===== src/rtl/cpu_pkg.sv =====
// Shared CPU definitions for the execute-stage PC/redirect controller.
//   XLEN    : datapath width
//   PC_STEP : sequential fetch increment
//   state_e : redirect controller FSM states
package cpu_pkg;

  localparam int unsigned XLEN = 32;

  localparam logic [XLEN-1:0] PC_STEP = 32'd4;

  typedef enum logic [1:0] {
    RUN   = 2'd0,
    FLUSH = 2'd1,
    HALT  = 2'd2
  } state_e;

  // A redirect target must be word aligned.
  function automatic logic is_misaligned(input logic [XLEN-1:0] addr);
    return |addr[1:0];
  endfunction

endpackage


===== src/rtl/target_gen.sv =====
// Combinational redirect target generator.
// Ports:
//   is_jalr  : select JALR addressing (rs1 + imm, LSB cleared)
//   ex_pc    : PC of the EX instruction (JAL / branch base)
//   imm      : sign-extended immediate
//   rs1      : JALR base register value
//   target   : computed redirect address (wraps mod 2^32)
//   misalign : target is not word aligned
module target_gen
  import cpu_pkg::*;
(
  input  logic            is_jalr,
  input  logic [XLEN-1:0] ex_pc,
  input  logic [XLEN-1:0] imm,
  input  logic [XLEN-1:0] rs1,
  output logic [XLEN-1:0] target,
  output logic            misalign
);

  logic [XLEN-1:0] base;

  always_comb begin
    base   = is_jalr ? rs1 : ex_pc;
    target = base + imm;
    // JALR discards bit 0 of the sum; JAL/branch keep it so odd offsets still flag.
    if (is_jalr) begin
      target[0] = 1'b0;
    end
    misalign = is_misaligned(target);
  end

endmodule


===== src/rtl/branch_pc_ctrl.sv =====
// Fetch PC owner and redirect controller placed after the branch comparator in EX.
// Ports:
//   clk, rst     : clock, synchronous active-high reset
//   stall        : pipeline freeze, holds PC and EX request while in RUN
//   ex_valid     : EX instruction valid
//   is_branch    : conditional branch, br_taken is the comparator result
//   is_jal       : JAL in EX
//   is_jalr      : JALR in EX (highest priority)
//   ex_pc, imm   : EX PC and sign-extended immediate
//   rs1          : JALR base
//   pc           : current fetch PC
//   fetch_valid  : pc is a valid fetch request
//   flush        : kill IF/ID (one cycle per redirect, held while halted)
//   link_addr    : ex_pc + 4 for rd writeback
//   misalign     : sticky misaligned-target flag
//   taken_cnt    : saturating count of accepted redirects
module branch_pc_ctrl
  import cpu_pkg::*;
#(
  parameter logic [31:0] RESET_PC = 32'h0000_0000,
  parameter int unsigned CNT_W    = 16
) (
  input  logic             clk,
  input  logic             rst,
  input  logic             stall,
  input  logic             ex_valid,
  input  logic             is_branch,
  input  logic             br_taken,
  input  logic             is_jal,
  input  logic             is_jalr,
  input  logic [XLEN-1:0]  ex_pc,
  input  logic [XLEN-1:0]  imm,
  input  logic [XLEN-1:0]  rs1,
  output logic [XLEN-1:0]  pc,
  output logic             fetch_valid,
  output logic             flush,
  output logic [XLEN-1:0]  link_addr,
  output logic             misalign,
  output logic [CNT_W-1:0] taken_cnt
);

  state_e            state_q, state_d;
  logic [XLEN-1:0]   pc_q, pc_d;
  logic              fetch_valid_q, fetch_valid_d;
  logic              flush_q, flush_d;
  logic              misalign_q, misalign_d;
  logic [CNT_W-1:0]  taken_cnt_q, taken_cnt_d;

  logic              redirect_req;
  logic [XLEN-1:0]   target;
  logic              target_misalign;

  // JAL and branch share the ex_pc-relative path, so only JALR needs to steer the adder.
  target_gen u_target_gen (
    .is_jalr  (is_jalr),
    .ex_pc    (ex_pc),
    .imm      (imm),
    .rs1      (rs1),
    .target   (target),
    .misalign (target_misalign)
  );

  assign redirect_req = ex_valid & (is_jalr | is_jal | (is_branch & br_taken));

  always_comb begin
    state_d       = state_q;
    pc_d          = pc_q;
    fetch_valid_d = fetch_valid_q;
    flush_d       = flush_q;
    misalign_d    = misalign_q;
    taken_cnt_d   = taken_cnt_q;

    unique case (state_q)
      RUN: begin
        if (!stall && redirect_req) begin
          fetch_valid_d = 1'b0;
          flush_d       = 1'b1;
          if (target_misalign) begin
            misalign_d = 1'b1;
            state_d    = HALT;
          end else begin
            pc_d    = target;
            state_d = FLUSH;
            if (taken_cnt_q != {CNT_W{1'b1}}) begin
              taken_cnt_d = taken_cnt_q + CNT_W'(1);
            end
          end
        end else begin
          fetch_valid_d = 1'b1;
          flush_d       = 1'b0;
          // The first valid cycle after reset fetches RESET_PC itself; advance only
          // once the current pc has actually been presented as a valid fetch.
          if (!stall && fetch_valid_q) begin
            pc_d = pc_q + PC_STEP;
          end
        end
      end
      FLUSH: begin
        state_d       = RUN;
        fetch_valid_d = 1'b1;
        flush_d       = 1'b0;
      end
      HALT: begin
        fetch_valid_d = 1'b0;
        flush_d       = 1'b1;
      end
      default: begin
        state_d       = RUN;
        fetch_valid_d = 1'b0;
        flush_d       = 1'b0;
      end
    endcase
  end

  always_ff @(posedge clk) begin
    if (rst) begin
      state_q       <= RUN;
      pc_q          <= RESET_PC;
      fetch_valid_q <= 1'b0;
      flush_q       <= 1'b0;
      misalign_q    <= 1'b0;
      taken_cnt_q   <= '0;
    end else begin
      state_q       <= state_d;
      pc_q          <= pc_d;
      fetch_valid_q <= fetch_valid_d;
      flush_q       <= flush_d;
      misalign_q    <= misalign_d;
      taken_cnt_q   <= taken_cnt_d;
    end
  end

  assign pc          = pc_q;
  assign fetch_valid = fetch_valid_q;
  assign flush       = flush_q;
  assign misalign    = misalign_q;
  assign taken_cnt   = taken_cnt_q;
  assign link_addr   = ex_pc + PC_STEP;

endmodule


===== config.mk =====
export PLATFORM = sky130hd
export DESIGN_NAME = branch_pc_ctrl
export DESIGN_NICKNAME = d
export VERILOG_FILES = /design/src/rtl/cpu_pkg.sv /design/src/rtl/target_gen.sv /design/src/rtl/branch_pc_ctrl.sv
export SDC_FILE = /design/constraint.sdc
export NUM_CORES = 1
export LEC_CHECK = 0
export ABC_AREA = 1
export BUFFER_PORTS_ARGS = -buffer_cell sky130_fd_sc_hd__buf_2
export CAP_MARGIN = 15
export CORE_MARGIN = 3
export CORE_UTILIZATION = 55
export CTS_BUF_LIST = sky130_fd_sc_hd__clkbuf_8
export DETAILED_ROUTE_END_ITERATION = 8
export GPL_TIMING_DRIVEN = 0
export PLACE_DENSITY = 0.84
export SLEW_MARGIN = 20
export SYNTH_ARGS = -nofsm -noshare
export SYNTH_HDL_FRONTEND = slang
export SYNTH_SLANG_ARGS = --single-unit

===== constraint.sdc =====
create_clock -name clk -period 9.5 [get_ports clk]
set_input_delay 2.85 -clock clk [delete_from_list [all_inputs] [get_ports clk]]
set_output_delay 2.85 -clock clk [all_outputs]
set_load 0.05 [all_outputs]

==> impl_metrics.env <==
export IMPL_syn_area_per_cell_um2=5.72
export IMPL_totalPowerFinal_uw=797
export IMPL_antenna_cells=0
export IMPL_wl_mm=19.7
export IMPL_crit_type="in2out"
export IMPL_finalSetupViolations=0
export IMPL_vias=7699
export IMPL_yosysWarnings=0
export IMPL_detail_route_wl_per_cell_um=13.8
export IMPL_postCtsHoldBufs=0
export IMPL_crit_path_start="ex_pc[2]"
export IMPL_finalWorstPathRequiredPeriod_ns=7.51
export IMPL_synthDistinctLibCells=46
export IMPL_yosysSeqAreaShare=0.169
export IMPL_cp_cell_sequence="buf_2 > ha_1 > nand3_2 > nor3_4 > inv_2 > nor2_4 > nand3_4 > nor3_4 > and3_1 > xor2_1 > buf_2"
export IMPL_grtUsageTotal=0.303
export IMPL_first_pass_iters=5
export IMPL_clkSlewWorstSetupHoldPaths_ns=0.11
export IMPL_ant_nets=0
export IMPL_met2_wirelength_mm=9.16
export IMPL_cpMaxStageDelayCell="buf_2"
export IMPL_critPathCaptureType="output port"
export IMPL_grt_max_degree=18
export IMPL_drt_iter0_drc=669
export IMPL_hpwl_mm=16.6
export IMPL_max_freq_mhz=133
export IMPL_post_route_period_util=0.790
export IMPL_fin_area_um2=7480
export IMPL_cp_required_ns=6.65
export IMPL_die_y_um=113
export IMPL_cts_resized=0
export IMPL_fin_ws_ns=1.99
export IMPL_cts_sinks=53
export IMPL_crit_path_start_kind="input port"
export IMPL_io_pins=187
export IMPL_clockRootBuffer="clkbuf_8"
export IMPL_numCtsBuffers=5
export IMPL_viasPerCell=5.37
export IMPL_run_status="finished clean"
export IMPL_synth_edf_count=0
export IMPL_ys_seq_elements=53
export IMPL_post_cts_buffers=0
export IMPL_powerDensity_nw_per_um2=107
export IMPL_r2r_end="pc[30]$_SDFFE_PP0P_"
export IMPL_dr_wl_met3_mm=1.48
export IMPL_gr_total_overflow=0
export IMPL_rsz0062_at_grt="false"
export IMPL_finClkSkew_ns=0.00745
export IMPL_cp_max_fo=4
export IMPL_max_vdd_ir_drop_uv=109
export IMPL_clkLatencyLatePin_ns=0.33
export IMPL_reg2reg_from="pc[3]$_SDFFE_PP0P_"
export IMPL_ff2ff_path_depth=14
export IMPL_clockBufferDepth=2
export IMPL_hp_class="reg2reg"
export IMPL_max_slew_margin=0.563
export IMPL_finalMaxSlewViolations=0
export IMPL_crit_arrival_ns=4.66
export IMPL_finalHoldViolCount=0
export IMPL_coreArea_um2=11000
export IMPL_setup_worst_path_end="link_addr[30]"
export IMPL_power_leakage_nw=3.89
export IMPL_tightest_slew_ns=0.655
export IMPL_postLayoutCoreUtil=0.679
export IMPL_rrSetupSlack_ns=7.36
export IMPL_antenna_found_initial=0
export IMPL_synthFlopType="dfxtp_1"
export IMPL_syn_cell_area_um2=6290
export IMPL_setup_tns_final_ns=0
export IMPL_first_global_vias=6967
export IMPL_synthArstFlopShare=0
export IMPL_area_delta_synth_final_pct=18.9
export IMPL_rows=38
export IMPL_drive_gt1_frac=0.184
export IMPL_cts_tree="done"
export IMPL_die_area_um2=12800
export IMPL_syn_nets=1239
export IMPL_fp_dieW_um=113
export IMPL_slowest_delay_ns=0.28
export IMPL_cap_violations=0
export IMPL_nNetsFinal=1431
export IMPL_start_util=0.571
export IMPL_grt_pass1_wl_mm=32.3
export IMPL_wl_met1_mm=8.64
export IMPL_dp_slack_ns=1.99
export IMPL_topRoutingLayerUsed="met4"
export IMPL_dpl_cell_area_um2=7390
export IMPL_htreeDepth=2
export IMPL_place_gp_congestion=0.941
export IMPL_drc=0
export IMPL_syn_inst=1100
export IMPL_numPortBuffers=185
-- registers in the layout, indices dropped and copies added (netlist names) --
name and cells:
taken_cnt 16, misalign 1, fetch_valid 1, pc 32, flush 1, state_q 2
-- through the flow --
stage	hold WS (ns)	instances
floorplan	0.443	1100
global placement	0.428	1425
detailed placement	0.432	1425
CTS	0.448	1433
global route	0.470	1433
finish	0.446	1433
-- power breakdown --
part	switching, mW	internal, mW
combinational	0.280	0.122
clock	0.0846	0.0526
sequential	0.0198	0.238
total	0.385	0.412
-- cell usage after synthesis (4+ instances only) --
cell type | number | area share
nand3b_1 | 5 | 0.0060
xor2_1 | 50 | 0.070
clkbuf_1 | 15 | 0.0089
inv_1 | 156 | 0.093
nor2_4 | 5 | 0.0089
nand3_2 | 4 | 0.0064
nor2_1 | 71 | 0.042
nor3_4 | 4 | 0.010
nand2_1 | 344 | 0.21
ha_1 | 34 | 0.068
a21oi_1 | 84 | 0.067
nor4_1 | 5 | 0.0050
nand3_1 | 77 | 0.061
nand2_2 | 4 | 0.0040
nor3_1 | 36 | 0.029
buf_4 | 4 | 0.0048
nor2_2 | 4 | 0.0040
nand4_1 | 13 | 0.013
buf_2 | 4 | 0.0032
o21ai_1 | 17 | 0.014
a31oi_1 | 8 | 0.0080
dfxtp_1 | 53 | 0.17
o21bai_1 | 5 | 0.0060
o21ai_0 | 53 | 0.042
inv_2 | 8 | 0.0048
-- worst max-delay path: cells and delay by family --
kind          cells  cell delay, ns
simple gates      6            0.98
buf+inv           3            0.46
fa+ha+maj         1            0.21
xor+xnor          1            0.15
-- area by class of cell --
type,count,area [um2]
well taps,140,175
inverters,166,623
clock buffers,5,68.8
flip-flops and latches,53,1060
clock inverters,3,21.3
repair buffers,185,926
multi-input cells,854,4480
plain buffers,27,129
fillers,1112,3550
-- logic make-up (layout without fill, tap and decap cells) --
family,after synthesis,after routing,synth area share
simple gates,586,586,0.415
buf+inv,193,386,0.119
compound gates,180,180,0.152
xor+xnor,53,53,0.0738
flops,53,53,0.169
fa+ha+maj,35,35,0.0708
-- routing by layer --
layer  vias to the layer above  track usage
li1                       3937            -
met1                      3429        0.402
met2                       297        0.517
met3                        36       0.0380
met4                         0       0.0897
met5                         -            0
-- placed cells by master (no fill, tap or decap), types with 8 or more instances in the layout --
cell type | netlist | final
inv_1 | 156 | 156
o21ai_0 | 53 | 53
nand3_1 | 77 | 77
xor2_1 | 50 | 50
o21ai_1 | 17 | 17
a21oi_1 | 84 | 84
inv_2 | 8 | 8
nor2_1 | 71 | 71
dfxtp_1 | 53 | 53
nand4_1 | 13 | 13
clkbuf_1 | 15 | 15
nand2_1 | 344 | 344
nor3_1 | 36 | 36
a31oi_1 | 8 | 8
buf_2 | 4 | 189
ha_1 | 34 | 34
-- worst min path at each step --
stage / start / endpoint / slack, ns / cells past startpoint
final: pc[0]$_SDFFE_PP0P_ / pc[0]$_SDFFE_PP0P_ / 0.45 / 2
after global routing: pc[0]$_SDFFE_PP0P_ / pc[0]$_SDFFE_PP0P_ / 0.47 / 2
after CTS: pc[0]$_SDFFE_PP0P_ / pc[0]$_SDFFE_PP0P_ / 0.45 / 2
after detailed placement: pc[0]$_SDFFE_PP0P_ / pc[0]$_SDFFE_PP0P_ / 0.43 / 2
after global placement: pc[1]$_SDFFE_PP0P_ / pc[1]$_SDFFE_PP0P_ / 0.43 / 2
after floorplan: state_q[0]$_SDFFE_PP0P_ / flush$_SDFF_PP0_ / 0.44 / 1
Power figures use the tool's default switching activity.
